`src/rtl/run_ctrl.sv`:
```
// run_ctrl: loads a program into instruction memory, starts the core and times the run until halt.
// Define RUN_CTRL_WATCHDOG_EN to abort runs that reach WATCHDOG_LIMIT cycles.
module run_ctrl #(
    parameter int INST_W = 10,
    parameter int ADDR_W = 8,
    parameter int CNT_W = 16,
    parameter logic [CNT_W-1:0] WATCHDOG_LIMIT = 16'd4000
) (
    input  logic              CLK,
    input  logic              Reset,
    input  logic              LoadValid,
    output logic              LoadReady,
    input  logic [INST_W-1:0] LoadWord,
    input  logic              LoadLast,
    input  logic              Go,
    input  logic              Halt,
    output logic              ImemWe,
    output logic [ADDR_W-1:0] ImemAddr,
    output logic [INST_W-1:0] ImemData,
    output logic              CoreStart,
    output logic              Busy,
    output logic              Done,
    output logic [CNT_W-1:0]  CycleCount,
    output logic              TimedOut
);
    typedef enum logic [2:0] {IDLE, LOADED, INIT, RUN, DONE} state_t;
    state_t state;
    logic [ADDR_W-1:0] ptr;
    logic accept, full;
    assign LoadReady = state == IDLE || state == DONE;
    assign accept = LoadValid & LoadReady;
    assign full = &ptr;
`ifndef RUN_CTRL_WATCHDOG_EN
    assign TimedOut = 1'b0;
`endif
    always_ff @(posedge CLK or posedge Reset) begin
        if (Reset) begin
            state <= IDLE;
            ptr <= '0;
            ImemWe <= 1'b0;
            ImemAddr <= '0;
            ImemData <= '0;
            CoreStart <= 1'b0;
            Busy <= 1'b0;
            Done <= 1'b0;
            CycleCount <= '0;
`ifdef RUN_CTRL_WATCHDOG_EN
            TimedOut <= 1'b0;
`endif
        end else begin
            ImemWe <= accept;
            CoreStart <= 1'b0;
            if (accept) begin
                ImemAddr <= ptr;
                ImemData <= LoadWord;
                if (!full) ptr <= ptr + ADDR_W'(1);
            end
            case (state)
                IDLE, LOADED, DONE:
                    // Go outranks a simultaneous load; the word is still written above
                    if (Go) begin
                        state <= INIT;
                        CoreStart <= 1'b1;
                        Busy <= 1'b1;
                        Done <= 1'b0;
                        CycleCount <= '0;
                        ptr <= '0;
`ifdef RUN_CTRL_WATCHDOG_EN
                        TimedOut <= 1'b0;
`endif
                    end else if (accept) begin
                        state <= (LoadLast || full) ? LOADED : IDLE;
                        Done <= 1'b0;
                    end
                INIT: state <= RUN;
                RUN:
                    if (Halt) begin
                        state <= DONE;
                        Busy <= 1'b0;
                        Done <= 1'b1;
                    end
`ifdef RUN_CTRL_WATCHDOG_EN
                    else if (CycleCount == WATCHDOG_LIMIT) begin
                        state <= DONE;
                        Busy <= 1'b0;
                        Done <= 1'b1;
                        TimedOut <= 1'b1;
                    end
`endif
                    else if (~&CycleCount) CycleCount <= CycleCount + CNT_W'(1);
                default: state <= IDLE;
            endcase
        end
    end
endmodule

```
`config.mk`:
```
export PLATFORM = sky130hd
export DESIGN_NAME = run_ctrl
export DESIGN_NICKNAME = d
export VERILOG_FILES = /design/src/rtl/run_ctrl.sv
export SDC_FILE = /design/constraint.sdc
export NUM_CORES = 1
export LEC_CHECK = 0
export CORE_ASPECT_RATIO = 1.25
export CORE_MARGIN = 4
export CORE_UTILIZATION = 30
export DETAILED_ROUTE_END_ITERATION = 10
export HOLD_SLACK_MARGIN = 0.1
export PLACE_DENSITY = 0.57
export SLEW_MARGIN = 40
export SYNTH_ARGS = -nofsm -noshare
export SYNTH_HDL_FRONTEND = slang
export SYNTH_SLANG_ARGS = --single-unit
```
`constraint.sdc`:
```
create_clock -name CLK -period 4.45 [get_ports CLK]
set_input_delay 0.89 -clock CLK [delete_from_list [all_inputs] [get_ports CLK]]
set_output_delay 0.89 -clock CLK [all_outputs]
set_load 0.03 [all_outputs]
```
### Yosys cells after proc, flatten, opt, wreduce, memory -nomap -nowiden

Index checks and enable logic that the tools add are counted.
Widths: inputs -> output; s select.

| operators by class | value |
|---|---|
| add/subtract/negate cells | 2 |
| reductions and logical operators | 11 |
| multiplexer cells | 22 |
| bitwise gates (word level) | 1 |
| equal/unequal tests | 9 |

Operators by type and width:

| kind | count |
|---|---|
| $mux 16 | 3 |
| $mux 8 | 4 |
| $pmux 16 s2 | 1 |
| $add 16x1->16 const B | 1 |
| $reduce_and 16->1 | 1 |
| $mux 3 | 3 |
| $pmux 3 s3 | 1 |
| $add 8x1->8 const B | 1 |
| $mux 1 | 8 |
| $ne 2x2->1 const B | 4 |
| $reduce_and 8->1 | 1 |
| $eq 3x2->1 const B | 2 |
| $reduce_and 3->1 | 2 |
| $pmux 1 s2 | 2 |
| $reduce_and 4->1 | 1 |
| $eq 3x1->1 const B | 1 |
| $eq 3x3->1 const B | 1 |
| $logic_not 3->1 | 1 |
| $ne 3x3->1 const B | 1 |
| $reduce_or 3->1 | 1 |
| $logic_or 1x1->1 | 2 |
| $reduce_and 2->1 | 1 |
| $reduce_bool 2->1 | 1 |
| $and 1x1->1 | 1 |

| storage, ports and cells | value |
|---|---|
| output and inout bits | 40 |
| register bits | 49 |
| word-level logic and storage cells | 54 |
| bits of input ports | 16 |

### Longest topological paths before layout

Gate-level depths: netlist of run 1.

| logic depth | value |
|---|---|
| word-level depth | 6 |
| depth in mapped cells | 6 |

### Worst setup path before layout of run 1

No wires, ideal clock.

| timing path | value |
|---|---|
| path type | input port to flip-flop |
| start point | input Halt |
| end point | register CycleCount[15] |
| library setup time | 0.120 ns |
| stages on the path | 4 |
| setup slack | 2.186 ns |
| buffers on the path | 0 |
| data arrival time | 2.144 ns |
| cells stage by stage | nand4bb_4 -> or4_4 -> or4b_1 -> o211a_1 |

| on the way | value |
|---|---|
| longest elaborated chain between the ends | 2 |

RTL lines:

| what | line | source |
|---|---|---|
| start: declaration | 16 | `input logic Halt,` |
| $ne 2x2->1 (no source line) | - |  |
| $reduce_and 4->1 (no source line) | - |  |
| end signal: assignment | 90 | `else if (~&CycleCount) CycleCount <= CycleCount + CNT_W'(1);` |
| end: declaration | 23 | `output logic [CNT_W-1:0] CycleCount,` |

Every way passes these cells.
A chain may end at the register's enable or synchronous reset.

### Final worst setup path of run 1

| timing path | value |
|---|---|
| start point | register state[1] |
| end point | output LoadReady |

| on the way | value |
|---|---|
| longest elaborated chain between the ends | 2 |

RTL lines:

| what | line | source |
|---|---|---|
| start: declaration | 27 | `state_t state;` |
| start signal: assignment | 72 | `state <= (LoadLast \|\| full) ? LOADED : IDLE;` |
| $eq 3x3->1 or $logic_not 3->1 (tied branches) | 30 | `assign LoadReady = state == IDLE \|\| state == DONE;` |
| $logic_or 1x1->1 (*) | 30 |  |
| end: declaration | 12 | `output logic LoadReady,` |

Mark *: on every way between the ends. The rest lies on a longest branch, timed or not.

==> impl_metrics.tcl, run 1 <==
set metrics [dict create \
    die_width_um 87.9 \
    r2r_start "CycleCount[0]" \
    antenna_found_initial 0 \
    synth_edf_count 0 \
    setup_slack_ns 1.80 \
    num_rows 36 \
    irDropWorstVdd_uv 276 \
    netlist_area_um2 2390 \
    fp.dieH_um 108 \
    synthCells 220 \
    pre_cts_slack_ns 1.55 \
    r2r_cells 5 \
    diodes 0 \
    gp_congestion 0.764 \
    clk_latency_ns 0.31 \
    seq_area_um2 1230 \
    cts_buffers 5 \
    clk_pin_slew_ns 0.10 \
    cp-start-kind "flip-flop" \
    cts_buffer_depth 2 \
    nFillCells 768 \
    synth_cell_types 49 \
    whs_path_depth 1 \
    synth-async-reset-ratio_pct 100 \
    placed_area_um2 3020 \
    slew_violations 0 \
    hold_violations 0 \
    crit_path_end_kind "primary output" \
    hold_end "ImemData[1]" \
    period_minus_slack_ns 2.65 \
    overflow 0 \
    dp.cells 358 \
    total_power_mw 1.52 \
    tns_ns 0 \
    r2r_slack_ns 2.20 \
    initial_utilization_pct 30.7 \
    avgSynthCellArea_um2 10.9 \
    syn_nets 238 \
    core_area_um2 7790 \
    min_period_over_period_pct 59.6 \
    maxCapViolCount 0 \
    p_leak_nw 1.27 \
    syn_to_final_growth_pct 30.1 \
    nets 288 \
    dr_total_vias 1937 \
    wl_per_cell_um 15.0 \
    r2r-end "CycleCount[0]" \
    numClockSinks 49 \
    rsz0062_at_grt "false" \
    root_buffer "clkbuf_8" \
    required_ns 3.56 \
    cts_setup_buffers 0 \
    dieArea_um2 9480 \
    drt_pass1_iterations 4 \
    path_class "reg2out" \
    finish.instance_area_um2 3110 \
    grt_first_pass_wirelength_um 9380 \
    cts_max_level 2 \
    cp_data_arrival_time_ns 1.76 \
    max_freq_mhz 377 \
    tightestPinTransition_ns 0.771 \
    drtIter0Drc 83 \
    path_max_fanout 16 \
    power_density_nw_per_um2 488 \
    drive_above_1_share_pct 13.7 \
    drt.antenna.violating_nets 0 \
    status "finished, final reports clean" \
    route.detailed.drc 0 \
    ctsHoldBuffers 0 \
    max-slew-margin-rel_pct 48.2 \
    hp-start "ImemData[1]" \
    multiInputGateArea_um2 1090 \
    post_cts_resized 0 \
    ys_seq_area_share_pct 51.2 \
    ys_seq_elements 49 \
    min_path_type "reg2reg" \
    setup_violations 0 \
    avgViaCountPerCell 5.29 \
    ios 56 \
    grtUsageTotal_pct 12.4 \
    grt_max_degree 50 \
    yosysWarningCount 0 \
    dominantRegCellSynth "dfrtp_1" \
    fin_skew_ns 0.0132 \
    io_buffers 54 \
    post-dp-hpwl_um 3890 \
    routed_wl_um 5480 \
    tritoncts "yes" \
    grt_pass1_vias 1898 \
    instances_no_fill 366 \
]
[state kept, by name (all words and copies together) (netlist names)]
signal,flops
Busy,1
CoreStart,1
CycleCount,16
Done,1
ImemAddr,8
ImemData,10
ImemWe,1
ptr,8
state,3
[kinds of logic after synthesis]
kind of cell / after synthesis / share of synthesized area, %
other: 1 / 0.157
DFF: 49 / 51.2
AOI/OAI and AO/OA: 52 / 14.5
adders and majority gates: 2 / 1.05
xor gates and xnor gates: 3 / 1.10
and+or+nand+nor: 74 / 19.5
buffers and inverters: 20 / 3.55
muxes: 19 / 8.94
[layout make-up]
class | instances | share of cell area (%)
Clock buffer | 5 | 2.21
Clock inverter | 3 | 0.844
Inverter | 7 | 0.924
Multi-Input combinational cell | 151 | 35.0
Sequential cell | 49 | 39.4
Tap cell | 95 | 3.82
Timing Repair Buffer | 56 | 17.8
[Yosys cell counts (all sizes together) (2+ instances only)]
cell | instances | area (um2)
and3 | 5 | 32.5
o21ai | 13 | 65.1
a21oi | 11 | 55.1
clkbuf | 9 | 35.0
buf | 4 | 23.8
nor3b | 3 | 27.5
nand2 | 8 | 30.0
a211oi | 3 | 22.5
nand3 | 11 | 55.1
ha | 2 | 25.0
inv | 7 | 26.3
o211ai | 6 | 45.0
nand4 | 9 | 71.3
nor3 | 6 | 30.0
nand2b | 2 | 12.5
xor2 | 3 | 26.3
or4 | 4 | 35.0
o31a | 2 | 17.5
dfrtp | 49 | 1230
o31ai | 4 | 30.0
o211a | 2 | 20.0
mux2 | 19 | 214
o21a | 3 | 22.5
nor4 | 7 | 43.8
nor2 | 10 | 37.5
or3 | 4 | 25.0
[report_power, final]
part           internal, mW  switching (mW)  total (mW)
Combinational         0.272           0.322       0.593
Sequential            0.540           0.108       0.648
Clock                 0.115           0.163       0.278
[stage by stage]
stage	hold slack, ns	util, %
6_report	0.516	39.9
5_1_grt	0.531	39.9
4_1_cts	0.518	39.9
3_5_place_dp	0.497	38.7
3_3_place_gp	0.490	38.7
2_1_floorplan	0.468	-
[layer usage]
layer | share of wire [%] | GRT usage, % | vias up
li1 | - | - | 936
met1 | 43 | 15.7 | 943
met2 | 48 | 19.9 | 56
met3 | 8.0 | 4.59 | 2
met4 | 0.37 | 2.96 | 0
met5 | 0 | 0 | -
[worst max path at each step]
| stage | from | endpoint | depth (start not counted) |
|---|---|---|---|
| detailed placement | Halt | CycleCount[15] | 5 |
| CTS | state[1] | LoadReady | 2 |
| global route | state[1] | LoadReady | 2 |
| floorplan | Halt | CycleCount[15] | 4 |
| finish | state[1] | LoadReady | 2 |
| global placement | Halt | CycleCount[15] | 5 |
[worst max-delay path, stage by stage (launching register included)]
cell and delay (ns):
dfrtp_1 0.59, nor2_1 0.18, clkdlybuf4s50_1 0.68
[layout by cell type, fill, tap and decap left out, types with 3 or more instances in the layout]
cell / n
nor2_1: 10
clkdlybuf4s50_1: 54
o211ai_1: 6
nor4_1: 7
o31ai_1: 4
or3_1: 4
inv_1: 6
xor2_1: 3
dfrtp_1: 49
nand2_1: 8
nand4_1: 8
clkbuf_8: 5
nand3_1: 11
a211oi_1: 3
mux2_2: 19
o21ai_0: 12
a21oi_1: 11
and3_1: 4
o21a_1: 3
nor3_1: 6
(Power assumes the default switching activity.)
==> run 2, diff against run 1 <==
==> constraint.sdc (replaced) <==
create_clock -name CLK -period 2.56 [get_ports CLK]
set_input_delay 0.512 -clock CLK [delete_from_list [all_inputs] [get_ports CLK]]
set_output_delay 0.512 -clock CLK [all_outputs]
set_load 0.03 [all_outputs]
==> impl_metrics.tcl, run 2 (synthesis results as in run 1) <==
set metrics [dict create \
    cts_max_level 2 \
    drt.antenna.violating_nets 0 \
    routed_wl_um 5300 \
    cpMaxStageDelayCell "clkdlybuf4s50_1" \
    maxCapViolCount 0 \
    tritoncts "yes" \
    root_buffer "clkbuf_8" \
    max_freq_mhz 444 \
    multiInputGateArea_um2 1090 \
    ctsHoldBuffers 0 \
    total_power_mw 2.65 \
    final_cell_mix "54 x clkdlybuf4s50_1, 49 x dfrtp_1, 19 x mux2_2, 12 x o21ai_0" \
    status "finished, final reports clean" \
    slew_violations 0 \
    drtIter0Drc 62 \
    largest_reg_flops 16 \
    hold_ws_ns 0.490 \
    post_cts_resized 0 \
    r2r_start "state[0]" \
    min_period_over_period_pct 87.9 \
    syn_to_final_growth_pct 32.7 \
    period_minus_slack_ns 2.25 \
    power_density_nw_per_um2 836 \
    gp_congestion 0.820 \
    avgViaCountPerCell 5.17 \
    p_leak_nw 1.30 \
    drt_pass1_iterations 4 \
    irDropWorstVdd_uv 462 \
    core_area_um2 7790 \
    grtUsageTotal_pct 11.8 \
    io_buffers 54 \
    max-slew-margin-rel_pct 49.4 \
    regMostFlops "CycleCount" \
    setup_violations 0 \
    wl_per_cell_um 14.2 \
    post-dp-hpwl_um 3880 \
    tns_ns 0 \
    required_ns 2.05 \
    worstPathCellList "buf_4, nor2_1, clkdlybuf4s50_1" \
    overflow 0 \
    route.detailed.drc 0 \
    cts_buffer_depth 2 \
    cp-start-kind "flip-flop" \
    largestRegisters "CycleCount: 16 flops, ImemData: 10 flops" \
    tightestPinTransition_ns 0.752 \
    cts_setup_buffers 0 \
    drive_above_1_share_pct 15.8 \
    final_common_cell "clkdlybuf4s50_1" \
    numClockSinks 49 \
    min_path_type "in2async" \
    initial_utilization_pct 30.7 \
    grt_first_pass_wirelength_um 8830 \
    crit_start "state[1]" \
    dieArea_um2 9480 \
    nets 296 \
    num_rows 36 \
    crit_path_end_kind "primary output" \
    grt_pass1_vias 1865 \
    grt_max_degree 35 \
    setup_slack_ns 0.309 \
    hold_violations 0 \
    cts_buffers 5 \
    path_class "reg2out" \
    nFillCells 766 \
    dr_total_vias 1932 \
    diodes 0 \
    rsz0062_at_grt "false" \
    pre_cts_slack_ns 0.127 \
    clk_latency_ns 0.30 \
    cpPeakStageDelay_ns 0.68 \
    seq_area_um2 1230 \
    cp_data_arrival_time_ns 1.74 \
    fin_skew_ns 0.00616 \
    path_max_fanout 14 \
    ios 56 \
    die_width_um 87.9 \
    antenna_found_initial 0 \
    fp.dieH_um 108 \
    clk_pin_slew_ns 0.09 \
]
==> run 2: cell count changes in the layout (fill, tap and decap cells not counted), sizes merged <==
cell	change
clkinvlp	+2
clkinv	-2
clkbuf	+1
inv	-1
buf	+8
==> run 2: critical path: cells and delay by family, from the launching register on <==
family / cells / cell delay [ns]
simple gates: 1 / 0.11
buf+inv: 2 / 0.88
flops: 1 / 0.43
==> run 2: through the flow <==
| stage | instance area, um2 | std cells | utilization (%) |
|---|---|---|---|
| floorplan | 2390 | 220 | - |
| global placement | 3090 | 366 | 39.6 |
| detailed placement | 3090 | 366 | 39.6 |
| CTS | 3180 | 374 | 40.8 |
| global route | 3180 | 374 | 40.8 |
| finish | 3180 | 374 | 40.8 |
==> run 2: final timing paths <==
kind / to / slack, ns / depth (start not counted)
hold / removal: ptr[7] / 0.49 / 2
max in group asynchronous: CycleCount[7] / 1.57 / 3
hold reg to reg: ImemData[7] / 0.51 / 1
setup reg to reg: CycleCount[15] / 0.52 / 4
min in group CLK: ImemData[7] / 0.51 / 1
setup / recovery: LoadReady / 0.31 / 3
==> run 2: metal layers <==
layer	GRT usage [%]	part of all wire [%]	wire length, um	vias to the layer above
met5	0	0	0	-
met4	3.62	1.2	62	0
met3	4.67	8.0	422	7
met2	19.7	48	2550	47
met1	13.9	43	2260	933
li1	-	-	-	945
==> run 2: power breakdown <==
part	switching (mW)	leakage, nW	internal (mW)
sequential	0.158	0.649	0.939
combinational	0.592	0.616	0.507
clock	0.265	0.0374	0.193
total	1.02	1.30	1.64
==> run 2: final cells by class <==
class,count,share of cell area [%]
multi-input combinational,151,34.3
sequential,49,38.6
tap,95,3.74
timing repair buffer,64,19.8
clock buffer,6,2.29
inverter,7,0.827
clock inverter,2,0.473
